### config.mk
export PLATFORM = sky130hd
export DESIGN_NAME = bitwise_logic_unit
export DESIGN_NICKNAME = d
export VERILOG_FILES = /design/src/rtl/bitwise_logic_unit.sv
export SDC_FILE = /design/constraint.sdc
export NUM_CORES = 1
export LEC_CHECK = 0
export CORE_ASPECT_RATIO = 1.75
export CORE_MARGIN = 3
export CORE_UTILIZATION = 25
export CTS_BUF_LIST = sky130_fd_sc_hd__clkbuf_16
export DETAILED_ROUTE_END_ITERATION = 8
export PLACE_DENSITY = 0.43
export SLEW_MARGIN = 20
export SYNTH_ARGS = -nofsm -noshare
export SYNTH_HDL_FRONTEND = slang
export SYNTH_SLANG_ARGS = --single-unit
### constraint.sdc
create_clock -name clk -period 2.8 [get_ports clk]
set_clock_uncertainty 0.05 [all_clocks]
set_input_delay 0.56 -clock clk [delete_from_list [all_inputs] [get_ports clk]]
set_output_delay 0.56 -clock clk [all_outputs]
set_load 0.02 [all_outputs]
### src/rtl/bitwise_logic_unit.sv
// Registered bitwise logic unit with valid/ready flow control.
// Optional accumulate mode folds a multi-beat burst into one result.
module bitwise_logic_unit #(
  parameter int WIDTH = 32
) (
  input  logic             clk,
  input  logic             rst_n,
  input  logic             in_valid,
  output logic             in_ready,
  input  logic [WIDTH-1:0] a,
  input  logic [WIDTH-1:0] b,
  input  logic [2:0]       op,
  input  logic             acc_mode,
  input  logic             in_last,
  output logic             out_valid,
  input  logic             out_ready,
  output logic [WIDTH-1:0] out_result,
  output logic             out_zero,
  output logic             out_last
);

  typedef enum logic {
    IDLE,
    ACCUM
  } state_e;

  state_e           state_q, state_d;
  logic [WIDTH-1:0] acc_q, acc_d;
  logic [2:0]       op_q, op_d;
  logic             out_valid_q, out_valid_d;
  logic [WIDTH-1:0] res_q, res_d;
  logic             zero_q, zero_d;
  logic             last_q, last_d;

  logic             accept;
  logic [WIDTH-1:0] f_new;
  logic [WIDTH-1:0] f_acc;

  function automatic logic [WIDTH-1:0] logic_op(
    input logic [2:0]       sel,
    input logic [WIDTH-1:0] x,
    input logic [WIDTH-1:0] y
  );
    logic [WIDTH-1:0] r;
    r = '0;
    unique case (sel)
      3'd0: r = x & y;
      3'd1: r = x | y;
      3'd2: r = x ^ y;
      3'd3: r = ~(x | y);
      3'd4: r = ~(x & y);
      3'd5: r = ~(x ^ y);
      3'd6: r = x & ~y;
      3'd7: r = x | ~y;
    endcase
    return r;
  endfunction

  assign in_ready   = !out_valid_q || out_ready;
  assign accept     = in_valid && in_ready;
  assign out_valid  = out_valid_q;
  assign out_result = res_q;
  assign out_zero   = zero_q;
  assign out_last   = last_q;

  always_comb begin
    f_new       = logic_op(op, a, b);
    f_acc       = logic_op(op_q, acc_q, b);
    state_d     = state_q;
    acc_d       = acc_q;
    op_d        = op_q;
    out_valid_d = out_valid_q;
    res_d       = res_q;
    zero_d      = zero_q;
    last_d      = last_q;
    if (out_ready) begin
      out_valid_d = 1'b0;
    end
    if (accept) begin
      unique case (state_q)
        IDLE: begin
          if (acc_mode && !in_last) begin
            state_d = ACCUM;
            acc_d   = f_new;
            op_d    = op;
          end else begin
            out_valid_d = 1'b1;
            res_d       = f_new;
            zero_d      = (f_new == '0);
            last_d      = in_last;
          end
        end
        ACCUM: begin
          // a, op and acc_mode are don't-care once a burst is open
          if (!in_last) begin
            acc_d = f_acc;
          end else begin
            state_d     = IDLE;
            out_valid_d = 1'b1;
            res_d       = f_acc;
            zero_d      = (f_acc == '0);
            last_d      = 1'b1;
          end
        end
      endcase
    end
  end

  always_ff @(posedge clk or negedge rst_n) begin
    if (!rst_n) begin
      state_q     <= IDLE;
      acc_q       <= '0;
      op_q        <= '0;
      out_valid_q <= 1'b0;
      res_q       <= '0;
      zero_q      <= 1'b0;
      last_q      <= 1'b0;
    end else begin
      state_q     <= state_d;
      acc_q       <= acc_d;
      op_q        <= op_d;
      out_valid_q <= out_valid_d;
      res_q       <= res_d;
      zero_q      <= zero_d;
      last_q      <= last_d;
    end
  end

endmodule

==> results of run 1 <==
metal layers:
metal	vias to the layer above	share of wire, %	global-route usage (%)
li1	5373	-	-
met1	5370	37	18.8
met2	234	55	36.7
met3	94	2.7	2.24
met4	0	5.8	10.9
met5	-	0	0
power groups by stage:
| stage | Sequential (mW) | Combinational (mW) | Clock (mW) |
|---|---|---|---|
| 2_1_floorplan | 1.94 | 3.21 | 0 |
| 3_3_place_gp | 1.77 | 6.20 | 0 |
| 3_5_place_dp | 1.78 | 6.26 | 0 |
| 4_1_cts | 1.76 | 6.35 | 1.41 |
| 5_1_grt | 1.82 | 7.13 | 1.45 |
| 6_report | 1.76 | 6.56 | 1.38 |
through the flow:
stage	setup TNS, ns	total power [mW]	utilization, %
3_3_place_gp	-6.01	7.97	34.0
2_1_floorplan	0	5.15	-
3_5_place_dp	-6.57	8.04	34.0
4_1_cts	0	9.53	34.9
6_report	0	9.70	35.9
5_1_grt	-0.0140	10.4	35.9
kinds of logic (layout without fill, tap and decap cells):
group | count (synthesis) | in the layout
xor gates and xnor gates | 31 | 31
muxes | 103 | 103
adders and majority gates | 256 | 256
DFF | 71 | 71
and+or+nand+nor | 352 | 352
other | 0 | 3
buffers and inverters | 200 | 544
AOI/OAI and AO/OA | 335 | 335
worst reg2reg max path, stage by stage, from the launching register on:
cell and delay (ns):
dfrtp_2 0.43, buf_6 0.21, nand2b_1 0.17, buf_12 0.17, buf_4 0.23, nor3_1 0.07
a31oi_1 0.13, a31oi_1 0.15, nor3_2 0.27, nand4_1 0.19, o41a_1 0.41, o21ai_1 0.13
layout make-up:
type / instances / area (sq um)
timing repair buffer: 422 / 3800
clock inverter: 7 / 95.1
inverter: 106 / 400
sequential: 71 / 1780
tap: 572 / 716
fill: 4646 / 28500
antenna: 3 / 7.51
multi-input combinational: 1077 / 8920
clock buffer: 9 / 225
flip-flops by register name, summed over array words and instances, names as in the netlist:
| signal | flops |
|---|---|
| out_valid | 1 |
| out_result | 32 |
| out_last | 1 |
| op_q | 3 |
| out_zero | 1 |
| state_q | 1 |
| acc_q | 32 |
repair_timing:
action	CTS	global route
cloned	0	3
resized for setup	21	83
buffers inserted	1	5
endpoints found under the setup margin	1	3
pin swaps	5	27
how the worst min path moves through the flow:
stage                     slack, ns                         end  cells past startpoint                  startpoint
after floorplan                0.21        acc_q[0]$_DFFE_PN0P_                      0                       rst_n
after global placement         0.43  out_result[30]$_DFFE_PN0P_                      2  out_result[30]$_DFFE_PN0P_
after detailed placement       0.42  out_result[30]$_DFFE_PN0P_                      2  out_result[30]$_DFFE_PN0P_
after CTS                      0.18   out_result[5]$_DFFE_PN0P_                      1                       rst_n
after global routing           0.21   out_result[5]$_DFFE_PN0P_                      1                       rst_n
final                          0.17   out_result[5]$_DFFE_PN0P_                      1                       rst_n
cell usage in the layout, fill, tap and decap left out, types with 13 or more instances in the layout:
cell type / instances
inv_1: 92
dlymetal6s2s_1: 21
mux2_2: 55
xnor2_1: 14
a21oi_1: 93
inv_2: 13
nor2_1: 110
a32oi_1: 18
o21ai_0: 46
a31oi_1: 18
ha_1: 254
buf_12: 20
xor2_1: 17
nand2_1: 67
clkdlybuf4s50_1: 77
o22ai_1: 19
buf_4: 290
mux2i_1: 44
dfrtp_1: 68
nor2b_1: 45
nand2b_1: 50
nor3_1: 20
==> flow_metrics.env, run 1 <==
export IMPL_status="finished clean"
export IMPL_grt_pass1_vias=11400
export IMPL_vias_per_cell=4.88
export IMPL_place_gp_congestion=0.855
export IMPL_holdWs_ns=0.167
export IMPL_hold_path_class="in -> async"
export IMPL_r2r_end="out_zero$_DFFE_PN0P_"
export IMPL_synth_cell_area_sq_um=11300
export IMPL_start_util_pct=25.4
export IMPL_numCtsBuffers=9
export IMPL_drc=0
export IMPL_die_y_microns=287
export IMPL_clock_sinks=71
export IMPL_antenna_found_initial=3
export IMPL_p_sw_share_pct=45.1
export IMPL_tightest_slew_ns=0.675
export IMPL_cts_tree="built"
export IMPL_synth_seq_cells=71
export IMPL_cp_slowest_cell="clkdlybuf4s50_1"
export IMPL_power_frac_seq_pct=18.1
export IMPL_layoutNonFillerInstCount=2267
export IMPL_finalCriticalPeriod_ns=2.70
export IMPL_dr_total_vias=11100
export IMPL_synth_area_top_cells="ha_1, dfrtp_1, mux2_2"
export IMPL_slowest_delay_ns=0.52
export IMPL_clock_latency_ns=0.38
export IMPL_report_final_setup_viol=0
export IMPL_p_leak_nw=7.71
export IMPL_drtIter0Drc=441
export IMPL_synth_compound_area_share_pct=19.4
export IMPL_internal_power_mw=5.32
export IMPL_synth_edf_count=0
export IMPL_worst_ep_arrival_time_ns=2.95
export IMPL_startpoint="b[11]"
export IMPL_avgSynthCellArea_sq_um=8.38
export IMPL_peakVddDrop_mv=0.296
export IMPL_crit_top_cell="o21ai_1"
export IMPL_crit_path_end_kind="flop"
export IMPL_clk_pin_slew_ns=0.07
export IMPL_root_buffer="clkbuf_16"
export IMPL_clockBufferDepth=2
export IMPL_timing_final_ws_setup_ns=0.102
export IMPL_grt_first_pass_wirelength_microns=67900
export IMPL_synth_flop_cell="dfrtp_1"
export IMPL_timing_rr_start="op_q[1]$_DFFE_PN0P_"
export IMPL_ys_seq_area_share_pct=15.7
export IMPL_yosys_area_share_simple_pct=15.5
export IMPL_syn_to_final_growth_pct=41.1
export IMPL_portBuffers=108
export IMPL_die_area_sq_um=47900
export IMPL_pre_cts_slack_ns=-0.624
export IMPL_postRouteAntennaNets=0
export IMPL_synth_most_common_cell="ha_1"
export IMPL_drv_slew=0
export IMPL_p_switching_mw=4.38
export IMPL_gr_total_overflow=0
export IMPL_dp_cells=2239
export IMPL_drtPass1Iterations=5
export IMPL_wl_microns=46800
export IMPL_combPwrFrac_pct=67.7
export IMPL_finalInstanceArea_sq_um=15900
export IMPL_cp_max_fo=2
export IMPL_fp_dieW_microns=167
export IMPL_finalHoldViolations=0
export IMPL_path_buf_inv=3
export IMPL_grt_use_total_pct=18.8
export IMPL_rrSetupSlack_ns=0.12
export IMPL_cp_start_kind="input port"
export IMPL_wl_per_cell_microns=20.7
export IMPL_fin_crit_sh_pct=96.3
export IMPL_synth_mux_area_share_pct=10.2
export IMPL_pin_count=109
export IMPL_finalNetCount=2016
export IMPL_cts_max_level=3
export IMPL_relSlewSlack_pct=55.0
export IMPL_synthesis_instances=1348
export IMPL_critical_path_top_delay_family="compound AO/OA/AOI/OAI gates"
export IMPL_syn_nets=1677
export IMPL_ff2ff_path_depth=11
export IMPL_num_rows=102
export IMPL_ys_types=69
export IMPL_grt_max_degree=65
export IMPL_yosysTopAreaCell="ha_1"
export IMPL_crit_cells=11
export IMPL_p_per_area_nw_per_um2=608
export IMPL_clock_power_share_pct=14.2
export IMPL_synthXorXnorAreaFrac_pct=2.40
export IMPL_synth_common_cells="ha_1, nor2_1, inv_1, a21oi_1, dfrtp_1"
export IMPL_ys_warn_count=0
export IMPL_synth_top_family_by_area="adder cells"
export IMPL_core_area_sq_um=44400
export IMPL_placed_cell_area_sq_um=15100
export IMPL_max_freq_mhz=371
export IMPL_dp_hpwl_microns=36100
export IMPL_synth_fa_ha_area_share_pct=28.3
export IMPL_drive_gt1_share_pct=27.8
export IMPL_crit_chain="clkdlybuf4s50_1 > inv_1 > ha_1 > nor2b_1 > o21ai_1 > a31oi_2 > nor4_2 > buf_4 > nand4_1 > o41a_1 > o21ai_1"
export IMPL_synthArstFlopShare_pct=100
export IMPL_cts_hold_buf=0
export IMPL_worstPathRequired_ns=3.06
export IMPL_synth_top_area_share_pct=28.3
export IMPL_cap_violations=0
export IMPL_endpoint="out_zero$_DFFE_PN0P_"
export IMPL_crit_type="in -> reg"
Note: power is estimated with default switching activity, not from simulation.
==> inputs of run 2 (changes only) <==
- clock period: 2.8 -> 2.65 ns (I/O delays scaled with it)
==> run 2 against run 1 <==
Compared with the run above:
- non-clock buffer count rose by 39
- sequential share of layout area fell by 0.37 points
- routed wire length rose by 0.62%
- the run now ends with negative setup slack left
- total power rose by 13%
- first-iteration DRC count rose by 5.4%
- sequential cell count did not move
- clock power rose by 13%
- clock-buffer cell count did not move
- core utilization rose by 1.2 points
==> flow_metrics.env, run 2 (synthesized netlist as in run 1, its figures left out) <==
export IMPL_status="finished, violations left"
export IMPL_violations="negative setup slack"
export IMPL_clockBufferDepth=2
export IMPL_clock_power_share_pct=14.2
export IMPL_grt_first_pass_wirelength_microns=69700
export IMPL_drv_slew=0
export IMPL_crit_path_end_kind="flop"
export IMPL_slowest_delay_ns=0.53
export IMPL_hold_path_class="in -> async"
export IMPL_busiest_layer="met2"
export IMPL_place_gp_congestion=0.852
export IMPL_timing_setup_tns_ns=-0.00343
export IMPL_crit_chain="buf_8 > buf_12 > buf_4 > buf_4 > mux2_2 > nand2_1 > a31oi_2 > nor3_2 > nand4_1 > o41a_1 > o21ai_1"
export IMPL_worstPathRequired_ns=2.90
export IMPL_dr_total_vias=11200
export IMPL_clock_sinks=71
export IMPL_drc=0
export IMPL_report_final_setup_viol=1
export IMPL_p_sw_share_pct=43.8
export IMPL_layout_area_seq_sq_um=1780
export IMPL_p_total_mw=11.0
export IMPL_endpoint="out_zero$_DFFE_PN0P_"
export IMPL_start_util_pct=25.4
export IMPL_final_common_cell="buf_4"
export IMPL_finalCriticalPeriod_ns=2.65
export IMPL_finalNetCount=2055
export IMPL_path_buf_inv=4
export IMPL_die_y_microns=287
export IMPL_r2r_end="out_zero$_DFFE_PN0P_"
export IMPL_multi_input_area_sq_um=9140
export IMPL_portBuffers=108
export IMPL_grt_use_met1_pct=18.9
export IMPL_fillers=4601
export IMPL_clock_latency_ns=0.37
export IMPL_p_switching_mw=4.82
export IMPL_crit_top_cell="buf_4"
export IMPL_cp_max_fo=8
export IMPL_final_cell_mix="buf_4, ha_1, nor2_1"
export IMPL_relSlewSlack_pct=59.8
export IMPL_wl_per_cell_microns=20.5
export IMPL_rrSetupSlack_ns=-0.003
export IMPL_wl_microns=47100
export IMPL_startpoint="op_q[2]$_DFFE_PN0P_"
export IMPL_finalHoldViolations=0
export IMPL_cts_max_level=3
export IMPL_power_frac_seq_pct=16.8
export IMPL_met3_usage_pct=1.79
export IMPL_tightest_slew_ns=0.604
export IMPL_num_rows=102
export IMPL_ff2ff_path_depth=11
export IMPL_rsz0062_at_grt="yes"
export IMPL_timing_rr_start="op_q[2]$_DFFE_PN0P_"
export IMPL_gr_total_overflow=0
export IMPL_p_leak_nw=7.89
export IMPL_internal_power_mw=6.17
export IMPL_drtIter0Drc=465
export IMPL_antenna_cells=0
export IMPL_timing_final_ws_setup_ns=-0.00343
export IMPL_syn_to_final_growth_pct=46.0
export IMPL_core_area_sq_um=44400
export IMPL_grt_use_total_pct=19.1
export IMPL_antenna_found_initial=1
export IMPL_root_buffer="clkbuf_16"
export IMPL_fp_dieW_microns=167
export IMPL_postRouteAntennaNets=0
export IMPL_cts_tree="built"
export IMPL_numCtsBuffers=9
export IMPL_clk_pin_slew_ns=0.07
export IMPL_max_freq_mhz=377
export IMPL_cp_slowest_cell="dfrtp_4"
export IMPL_dp_hpwl_microns=36500
export IMPL_worst_ep_arrival_time_ns=2.91
export IMPL_peakVddDrop_mv=0.278
export IMPL_crit_type="reg -> reg"
export IMPL_grt_pass1_vias=11800
export IMPL_grt_max_degree=51
export IMPL_met2_usage_pct=39.0
export IMPL_cp_start_kind="flop"
export IMPL_drtPass1Iterations=5
export IMPL_die_area_sq_um=47900
export IMPL_vias_per_cell=4.86
export IMPL_critical_path_top_delay_family="compound AO/OA/AOI/OAI gates"
export IMPL_pin_count=109
export IMPL_drive_gt1_share_pct=31.5
export IMPL_cts_hold_buf=0
export IMPL_combPwrFrac_pct=69.0
export IMPL_fin_crit_sh_pct=100
export IMPL_crit_cells=11
export IMPL_p_per_area_nw_per_um2=666
export IMPL_cap_violations=0
==> run 2: cell count changes in the layout (fill, tap and decap cells not counted), sizes merged <==
cell,delta
clkbuf,-1
diode,-3
bufbuf,+1
dlygate4sd2,+20
clkdlybuf4s50,-7
clkdlybuf4s15,+1
clkinv,-1
buf,+39
bufinv,+1
dlymetal6s2s,-14
==> run 2: timing repair <==
action	4_1_cts	5_1_grt
pin swaps	44	32
setup endpoints to repair	6	4
resized for setup	110	48
buffers inserted	16	7
gates cloned	2	2
==> run 2: layout make-up <==
type                    count  share of cell area [%]
inverters                 106                    2.43
repair buffers            461                    24.9
clock inverters             7                   0.728
well taps                 572                    4.34
multi-input cells        1077                    55.4
flip-flops and latches     71                    10.8
clock buffers               9                    1.37
==> run 2: worst reg2reg max path: stages (launching register included) <==
cell and delay, ns:
dfrtp_4 0.53, buf_8 0.16, buf_12 0.14, buf_4 0.15
buf_4 0.16, mux2_2 0.28, nand2_1 0.08, a31oi_2 0.13
nor3_2 0.17, nand4_1 0.23, o41a_1 0.38, o21ai_1 0.12
==> run 2: through the flow <==
step / instance area [sq um] / utilization [%] / worst slack [ns] / std cells / hold WS, ns
6_report: 16500 / 37.1 / -0.00343 / 2303 / 0.0995
5_1_grt: 16500 / 37.1 / -0.0982 / 2303 / 0.132
4_1_cts: 16200 / 36.4 / -0.00785 / 2294 / 0.109
3_5_place_dp: 15300 / 34.4 / -0.651 / 2260 / 0.422
3_3_place_gp: 15300 / 34.4 / -0.662 / 2260 / 0.425
2_1_floorplan: 11300 / - / 0.200 / 1348 / 0.184
==> run 2: power groups by stage <==
stage	sequential, mW	clock, mW	combinational, mW
2_1_floorplan	2.05	0	3.39
3_3_place_gp	1.86	0	6.72
3_5_place_dp	1.87	0	6.78
4_1_cts	1.85	1.61	7.32
5_1_grt	1.91	1.65	8.21
6_report	1.84	1.56	7.58
==> run 2: worst min path at each step <==
stage | start | to | cells after the start
after floorplan | rst_n | acc_q[0]$_DFFE_PN0P_ | 0
after global placement | out_result[30]$_DFFE_PN0P_ | out_result[30]$_DFFE_PN0P_ | 2
after detailed placement | out_result[30]$_DFFE_PN0P_ | out_result[30]$_DFFE_PN0P_ | 2
after CTS | rst_n | out_result[17]$_DFFE_PN0P_ | 1
after global routing | rst_n | out_result[31]$_DFFE_PN0P_ | 1
final | rst_n | out_result[31]$_DFFE_PN0P_ | 1
==> run 2: per-layer routing <==
metal | up-vias | routed length (microns)
met4 | 0 | 2310
li1 | 5455 | -
met1 | 5481 | 17200
met2 | 195 | 26700
met5 | - | 0
met3 | 69 | 860
